--- config.mk ---
export PLATFORM = sky130hd
export DESIGN_NAME = commit_mem_write_ctrl2axi
export DESIGN_NICKNAME = d
export VERILOG_FILES = /design/src/rtl/commit_mem_write_ctrl2axi_pkg.sv /design/src/rtl/commit_mem_write_strbgen.sv /design/src/rtl/commit_mem_write_ctrl2axi.sv
export SDC_FILE = /design/constraint.sdc
export NUM_CORES = 1
export LEC_CHECK = 0
export ABC_AREA = 1
export BUFFER_PORTS_ARGS = -buffer_cell sky130_fd_sc_hd__buf_4
export CORE_MARGIN = 2
export CORE_UTILIZATION = 50
export DETAILED_ROUTE_END_ITERATION = 10
export GPL_TIMING_DRIVEN = 0
export PLACE_DENSITY = 0.76
export SYNTH_ARGS = -nofsm -noshare
export SYNTH_HDL_FRONTEND = slang
export SYNTH_SLANG_ARGS = --single-unit
--- constraint.sdc ---
create_clock -name clk -period 3.8 [get_ports clk]
set_input_delay 0.57 -clock clk [delete_from_list [all_inputs] [get_ports clk]]
set_output_delay 0.57 -clock clk [all_outputs]
set_load 0.01 [all_outputs]
--- src/rtl/commit_mem_write_ctrl2axi_pkg.sv ---
// Shared constants and types for the commit-stage AXI write initiator.
//   - load/store width codes as carried on i_ctrl_lswidth
//   - AXI burst length / size / type encodings
//   - line_t: one D-cache line viewed as 8 x 32-bit words (word k at bits [32k+31:32k])
package commit_mem_write_ctrl2axi_pkg;

    localparam logic [1:0] LsWidthByte = 2'b00;
    localparam logic [1:0] LsWidthHalf = 2'b01;
    localparam logic [1:0] LsWidthWord = 2'b10;

    localparam logic [7:0] AxiBurstLen1 = 8'd0;
    localparam logic [7:0] AxiBurstLen8 = 8'd7;

    localparam logic [2:0] AxiBurstSize1 = 3'b000;
    localparam logic [2:0] AxiBurstSize2 = 3'b001;
    localparam logic [2:0] AxiBurstSize4 = 3'b010;

    localparam logic [1:0] AxiBurstTypeFixed = 2'b00;
    localparam logic [1:0] AxiBurstTypeIncr  = 2'b01;
    localparam logic [1:0] AxiBurstTypeWrap  = 2'b10;

    localparam int unsigned LineWords = 8;

    typedef logic [LineWords-1:0][31:0] line_t;

endpackage

--- src/rtl/commit_mem_write_strbgen.sv ---
// Byte-lane steering for a single uncached store.
// Ports:
//   lswidth_i  access width code (byte / half / word)
//   addr_lo_i  byte offset within the 32-bit word
//   data_i     right-aligned store data
//   wstrb_o    write strobes for the AXI W beat
//   wdata_o    store data shifted onto its byte lanes
//   awsize_o   AXI AWSIZE matching the access width
module commit_mem_write_strbgen
    import commit_mem_write_ctrl2axi_pkg::*;
(
    input  logic [1:0]  lswidth_i,
    input  logic [1:0]  addr_lo_i,
    input  logic [31:0] data_i,
    output logic [3:0]  wstrb_o,
    output logic [31:0] wdata_o,
    output logic [2:0]  awsize_o
);

    always_comb begin
        wdata_o = data_i << {addr_lo_i, 3'b000};
        case (lswidth_i)
            LsWidthByte: begin
                wstrb_o  = 4'b0001 << addr_lo_i;
                awsize_o = AxiBurstSize1;
            end
            LsWidthHalf: begin
                // Halves are lane-aligned on addr[1]; addr[0] does not move the strobes.
                wstrb_o  = addr_lo_i[1] ? 4'b1100 : 4'b0011;
                awsize_o = AxiBurstSize2;
            end
            default: begin
                wstrb_o  = 4'b1111;
                awsize_o = AxiBurstSize4;
            end
        endcase
    end

endmodule

--- src/rtl/commit_mem_write_ctrl2axi.sv ---
// Write-side AXI4 initiator for the commit stage. Takes one committed store at a time:
// either an uncached single-beat store or an 8-beat INCR writeback of a dirty line.
// Ports:
//   clk, resetn           clock, asynchronous active-low reset
//   s_busy                high whenever a request is in flight
//   i_ctrl_*              request (en, fid, addr, uncached, lswidth, data, line)
//   o_done / o_err        one-cycle completion pulse on the B handshake, error = bresp[1]
//   axi_m_aw* / w* / b*   AXI4 write address, write data and response channels (ID fixed 0)
module commit_mem_write_ctrl2axi
    import commit_mem_write_ctrl2axi_pkg::*;
(
    input  logic         clk,
    input  logic         resetn,
    output logic         s_busy,
    input  logic         i_ctrl_en,
    input  logic [7:0]   i_ctrl_fid,
    input  logic [31:0]  i_ctrl_addr,
    input  logic         i_ctrl_uncached,
    input  logic [1:0]   i_ctrl_lswidth,
    input  logic [31:0]  i_ctrl_data,
    input  logic [255:0] i_ctrl_line,
    output logic         o_done,
    output logic         o_err,
    output logic [3:0]   axi_m_awid,
    output logic [31:0]  axi_m_awaddr,
    output logic [7:0]   axi_m_awlen,
    output logic [2:0]   axi_m_awsize,
    output logic [1:0]   axi_m_awburst,
    output logic         axi_m_awuser,
    output logic         axi_m_awvalid,
    input  logic         axi_m_awready,
    output logic [31:0]  axi_m_wdata,
    output logic [3:0]   axi_m_wstrb,
    output logic         axi_m_wlast,
    output logic         axi_m_wvalid,
    input  logic         axi_m_wready,
    input  logic [3:0]   axi_m_bid,
    input  logic [1:0]   axi_m_bresp,
    input  logic         axi_m_bvalid,
    output logic         axi_m_bready
);

    // Uncached stores and line writebacks share StReq; wlast tells them apart.
    typedef enum logic [1:0] {StIdle, StReq, StResp} memw_state_e;

    memw_state_e state_q, state_d;
    logic        tag_vld_q, tag_vld_d;
    logic [7:0]  tag_fid_q, tag_fid_d;
    line_t       line_q, line_d;
    logic [2:0]  beat_q, beat_d;
    logic        aw_done_q, aw_done_d;
    logic        w_done_q, w_done_d;
    logic [31:0] awaddr_q, awaddr_d;
    logic [7:0]  awlen_q, awlen_d;
    logic [2:0]  awsize_q, awsize_d;
    logic [1:0]  awburst_q, awburst_d;
    logic        awuser_q, awuser_d;
    logic        awvalid_q, awvalid_d;
    logic [31:0] wdata_q, wdata_d;
    logic [3:0]  wstrb_q, wstrb_d;
    logic        wlast_q, wlast_d;
    logic        wvalid_q, wvalid_d;
    logic        bready_q, bready_d;

    logic [3:0]  sg_wstrb;
    logic [31:0] sg_wdata;
    logic [2:0]  sg_awsize;
    logic        aw_hs, w_hs;
    logic [2:0]  next_beat;
    line_t       req_line;

    logic unused_b;
    assign unused_b = ^{axi_m_bid, axi_m_bresp[0]};

    commit_mem_write_strbgen u_strbgen (
        .lswidth_i (i_ctrl_lswidth),
        .addr_lo_i (i_ctrl_addr[1:0]),
        .data_i    (i_ctrl_data),
        .wstrb_o   (sg_wstrb),
        .wdata_o   (sg_wdata),
        .awsize_o  (sg_awsize)
    );

    assign req_line  = i_ctrl_line;
    assign aw_hs     = axi_m_awvalid & axi_m_awready;
    assign w_hs      = axi_m_wvalid & axi_m_wready;
    assign next_beat = beat_q + 3'd1;

    always_comb begin
        state_d   = state_q;
        tag_vld_d = tag_vld_q;
        tag_fid_d = tag_fid_q;
        line_d    = line_q;
        beat_d    = beat_q;
        aw_done_d = aw_done_q;
        w_done_d  = w_done_q;
        awaddr_d  = awaddr_q;
        awlen_d   = awlen_q;
        awsize_d  = awsize_q;
        awburst_d = awburst_q;
        awuser_d  = awuser_q;
        awvalid_d = awvalid_q;
        wdata_d   = wdata_q;
        wstrb_d   = wstrb_q;
        wlast_d   = wlast_q;
        wvalid_d  = wvalid_q;
        bready_d  = bready_q;

        case (state_q)
            StIdle: begin
                if (!i_ctrl_en) begin
                    tag_vld_d = 1'b0;
                end else if (!(tag_vld_q && (i_ctrl_fid == tag_fid_q))) begin
                    // A request whose fid matches the last accepted one is a replay; drop it.
                    tag_vld_d = 1'b1;
                    tag_fid_d = i_ctrl_fid;
                    line_d    = req_line;
                    beat_d    = 3'd0;
                    aw_done_d = 1'b0;
                    w_done_d  = 1'b0;
                    awvalid_d = 1'b1;
                    wvalid_d  = 1'b1;
                    state_d   = StReq;
                    if (i_ctrl_uncached) begin
                        awaddr_d  = i_ctrl_addr;
                        awlen_d   = AxiBurstLen1;
                        awsize_d  = sg_awsize;
                        awburst_d = AxiBurstTypeFixed;
                        awuser_d  = 1'b1;
                        wdata_d   = sg_wdata;
                        wstrb_d   = sg_wstrb;
                        wlast_d   = 1'b1;
                    end else begin
                        awaddr_d  = {i_ctrl_addr[31:5], 5'b0};
                        awlen_d   = AxiBurstLen8;
                        awsize_d  = AxiBurstSize4;
                        awburst_d = AxiBurstTypeIncr;
                        awuser_d  = 1'b0;
                        wdata_d   = req_line[0];
                        wstrb_d   = 4'b1111;
                        wlast_d   = 1'b0;
                    end
                end
            end
            StReq: begin
                if (aw_hs) begin
                    awvalid_d = 1'b0;
                    aw_done_d = 1'b1;
                end
                if (w_hs) begin
                    if (wlast_q) begin
                        wvalid_d = 1'b0;
                        w_done_d = 1'b1;
                    end else begin
                        // Present the next word in the same cycle: no bubble between beats.
                        beat_d  = next_beat;
                        wdata_d = line_q[next_beat];
                        wlast_d = (next_beat == 3'd7);
                    end
                end
                if ((aw_done_q || aw_hs) && (w_done_q || (w_hs && wlast_q))) begin
                    bready_d = 1'b1;
                    state_d  = StResp;
                end
            end
            StResp: begin
                if (axi_m_bvalid) begin
                    bready_d = 1'b0;
                    state_d  = StIdle;
                end
            end
            default: state_d = StIdle;
        endcase
    end

    always_ff @(posedge clk or negedge resetn) begin
        if (!resetn) begin
            state_q   <= StIdle;
            tag_vld_q <= 1'b0;
            tag_fid_q <= '0;
            line_q    <= '0;
            beat_q    <= '0;
            aw_done_q <= 1'b0;
            w_done_q  <= 1'b0;
            awaddr_q  <= '0;
            awlen_q   <= '0;
            awsize_q  <= '0;
            awburst_q <= '0;
            awuser_q  <= 1'b0;
            awvalid_q <= 1'b0;
            wdata_q   <= '0;
            wstrb_q   <= '0;
            wlast_q   <= 1'b0;
            wvalid_q  <= 1'b0;
            bready_q  <= 1'b0;
        end else begin
            state_q   <= state_d;
            tag_vld_q <= tag_vld_d;
            tag_fid_q <= tag_fid_d;
            line_q    <= line_d;
            beat_q    <= beat_d;
            aw_done_q <= aw_done_d;
            w_done_q  <= w_done_d;
            awaddr_q  <= awaddr_d;
            awlen_q   <= awlen_d;
            awsize_q  <= awsize_d;
            awburst_q <= awburst_d;
            awuser_q  <= awuser_d;
            awvalid_q <= awvalid_d;
            wdata_q   <= wdata_d;
            wstrb_q   <= wstrb_d;
            wlast_q   <= wlast_d;
            wvalid_q  <= wvalid_d;
            bready_q  <= bready_d;
        end
    end

    assign s_busy        = (state_q != StIdle);
    assign o_done        = (state_q == StResp) && axi_m_bvalid;
    assign o_err         = o_done && axi_m_bresp[1];
    assign axi_m_awid    = 4'd0;
    assign axi_m_awaddr  = awaddr_q;
    assign axi_m_awlen   = awlen_q;
    assign axi_m_awsize  = awsize_q;
    assign axi_m_awburst = awburst_q;
    assign axi_m_awuser  = awuser_q;
    assign axi_m_awvalid = awvalid_q;
    assign axi_m_wdata   = wdata_q;
    assign axi_m_wstrb   = wstrb_q;
    assign axi_m_wlast   = wlast_q;
    assign axi_m_wvalid  = wvalid_q;
    assign axi_m_bready  = bready_q;

endmodule
==> results.md <==
* Dpl cells at about 3000
* Die Height at ~190 um
* Critical R2R Launch: beat_q[0]$_DFFE_PN0P_
* Final non-filler cell total at 3134
* Total leakage power at 0.0116 uW
* Worst-Margin Slew at 862 ps
* Synthesized cell area at 16600 um2
* Register area share after synthesis at 52.4%
* Drt wl/cell at 21.9 um
* CP delay by family, top: buffers and inverters
* Setup repair after global routing missed its margin: no
* Remaining global-route overflow at 0
* Drc violations at 0
* R2r setup slk at 450 ps
* Clock skew at approximately 22 ps
* Die ar. at 34700 um2
* Final worst slack at 449 ps
* Status: complete, no violations
* Setup bufs post-CTS at 0
* Fin. max-slew vios at 0
* Synth Warn # at 0
* Synth Flop Type: dfrtp_1
* Setup_tns at 0 ps
* R2R cell count at 12
* Core Region at 32600 um2
* Total GRT Usage at 39.3%
* CTS Sinks at 348
* Crit. End Element: register
* Crit path buf inv count at 5
* Cts repair resizes at 0
* Clock latency on the worst-skew pair at 540 ps
* CTS Buffer Depth at 3
* Reg clk slew, reported paths at 60 ps
* Worst path required time at 4260 ps
* Crit Path Category: reg2reg
* Worst VDD drop at 0.478 mV
* CTS HTree Levels at 2
* Setup slack at placement at about 610 ps
* Pre-antenna DRT Iters at 6
* Fraction of layout cells with a size suffix above 1 at 21.6%
* Critical Path Start Type: register
* Reg2reg end: axi_m_wdata[23]$_DFFE_PN0P_
* Minimum clock period at 3350 ps
* Synthesized area per cell at 7.58 um2
* Fin crit share at 88.2%
* Root Buffer: clkbuf_16
* Hold Vio Cnt, Final at 0
* Fin nets at 3009
* Via count of the first global-routing pass at 17300
* I/O Buffers at 417
* Post-synth ARST share at 100%
* DPL Wire Length at 53.1 mm
* Pwr Density at 873 nW/um2
* Largest net degree at the start of global routing at 131
* Initial Utilization at 51.0%
* Crit-path max FO at 10
* Final ANT Viol Nets at 0
* Synth Register Bits at approximately 350
* Fillers at 2835
* Iter 0 DRT Violations at 1951
* Overall Power at 18900 uW
* First-pass GRT wire length at 103 mm
* GP Congestion at 0.992
* Fmax at 0.298 GHz
* Initial antenna violation count at 4
* Area growth syn-to-layout at 30.3%
* Die width at 186 um
* Vias per cell at ~5.6
* TritonCTS buffer count at 39
* Sequence of cells on the critical path: inv_1 > buf_2 > buf_2 > ha_1 > buf_4 > clkbuf_1 > o21ai_0 > o21ai_0 > nand2_1 > nand3_1 > nand3_1 > nand2_1
* WP data arrival at around 3800 ps
* Count of final setup violators at 0
* Worst hold path type: in2async
* Max_cap viols at 0
* Yosys cell types at 26
* Final WL at 68.8 mm
* CP max stage cell: dfrtp_1
* Number of synthesized flops with an enable pin at 0
* # hold bufs at CTS at 0
* Num rows at 66
* Relative slew slack at 42.5%
* IO Count at 436
* Total number of vias at 17400
* Slowest stage delay, CP at 500 ps
* Gate Count Post-Synth at about 2200
* TritonCTS clock tree: done
## how the worst max path moves through the flow
stage	start	endpoint	slack, ps	cells past startpoint
4_1_cts	beat_q[0]$_DFFE_PN0P_	axi_m_wdata[15]$_DFFE_PN0P_	560	12
6_report	beat_q[0]$_DFFE_PN0P_	axi_m_wdata[23]$_DFFE_PN0P_	450	12
5_1_grt	beat_q[0]$_DFFE_PN0P_	axi_m_wdata[15]$_DFFE_PN0P_	360	12
3_3_place_gp	resetn	line_q[235]$_DFFE_PN0P_	-1060	1
3_5_place_dp	beat_q[0]$_DFFE_PN0P_	axi_m_wdata[15]$_DFFE_PN0P_	610	12
2_1_floorplan	beat_q[0]$_DFFE_PN0P_	axi_m_wdata[15]$_DFFE_PN0P_	1680	12
## layout make-up
type	instances	area (um2)	area share (%)
well taps	442	553	2.55
repair buffers	419	3190	14.7
inverters	134	503	2.32
multi-input cells	1566	6620	30.6
clock buffers	57	1140	5.28
clock inverters	10	103	0.473
plain buffers	156	838	3.87
diodes	2	5.00	0.0231
flip-flops and latches	348	8710	40.2
## power breakdown
| group | total (uW) | internal (uW) | switching [uW] |
|---|---|---|---|
| Clock | 3750 | 2160 | 1590 |
| Combinational | 8690 | 2920 | 5770 |
| Sequential | 6480 | 5480 | 1000 |
## stage by stage
step | cell area (um2) | hold WS, ps | util [%]
5_1_grt | 21700 | 166 | 66.4
3_5_place_dp | 20400 | 460 | 62.6
2_1_floorplan | 16700 | 274 | -
6_report | 21700 | 60.3 | 66.4
4_1_cts | 21700 | 117 | 66.4
3_3_place_gp | 20400 | 456 | 62.4
## synth_stat cells (2+ instances only)
library cell	instances	area, um2
dfrtp_1	348	8710
o22ai_1	37	231
inv_2	3	11.3
o211ai_1	2	15.0
buf_4	43	323
buf_6	4	45.0
buf_1	6	22.5
buf_2	49	245
ha_1	2	25.0
nor2_2	2	12.5
a21oi_1	62	310
nand3_1	79	395
nand2_1	936	3510
xor2_1	2	17.5
o21ai_0	295	1480
o21ai_1	26	130
inv_1	131	492
nand2_4	2	22.5
clkbuf_1	54	203
nor2_1	105	394
## metal layers
layer  GRT usage (%)  routed length (um)  up-vias
met5               0                  12        -
met4            20.0                3890        2
met3            6.15                6560      195
met2            64.4               32000     1060
met1            51.0               26300     8301
li1                -                   -     7863
## registers in the layout, summed over array words and instances, names as in the netlist
signal and flops:
axi_m_wvalid 1, axi_m_wdata 32, tag_vld_q 1, axi_m_wlast 1
axi_m_wstrb 4, axi_m_bready 1, line_q 256, axi_m_awaddr 32
axi_m_awvalid 1, tag_fid_q 8, axi_m_awsize 2, axi_m_awuser 1
aw_done_q 1, w_done_q 1, beat_q 3, state_q 2
axi_m_awlen 1
## cells in the final DEF, fill, tap and decap left out, drive strengths merged
cell / synthesis / routed
a211oi: 1 / 1
a21oi: 62 / 62
and2: 1 / 1
buf: 102 / 521
bufinv: 0 / 1
clkbuf: 54 / 111
clkinv: 0 / 5
clkinvlp: 0 / 2
conb: 1 / 11
dfrtp: 348 / 348
diode: 0 / 2
ha: 2 / 2
inv: 134 / 136
nand2: 938 / 938
nand3: 79 / 79
nor2: 107 / 107
nor3b: 1 / 1
o211ai: 2 / 2
o21ai: 321 / 321
o22ai: 37 / 37
o31ai: 1 / 1
xnor2: 1 / 1
xor2: 2 / 2
## cells by family (layout without fill, tap and decap cells)
family,after synthesis,in the layout,synth area share (%)
other,1,13,0.0225
buffers and inverters,290,776,8.06
flip-flops,348,348,52.4
AND/OR/NAND/NOR,1126,1126,26.2
XOR/XNOR,3,3,0.158
adder cells (fa/ha/maj),2,2,0.150
AO/OA/AOI/OAI,424,424,13.1
Power figures use the tool's default switching activity.
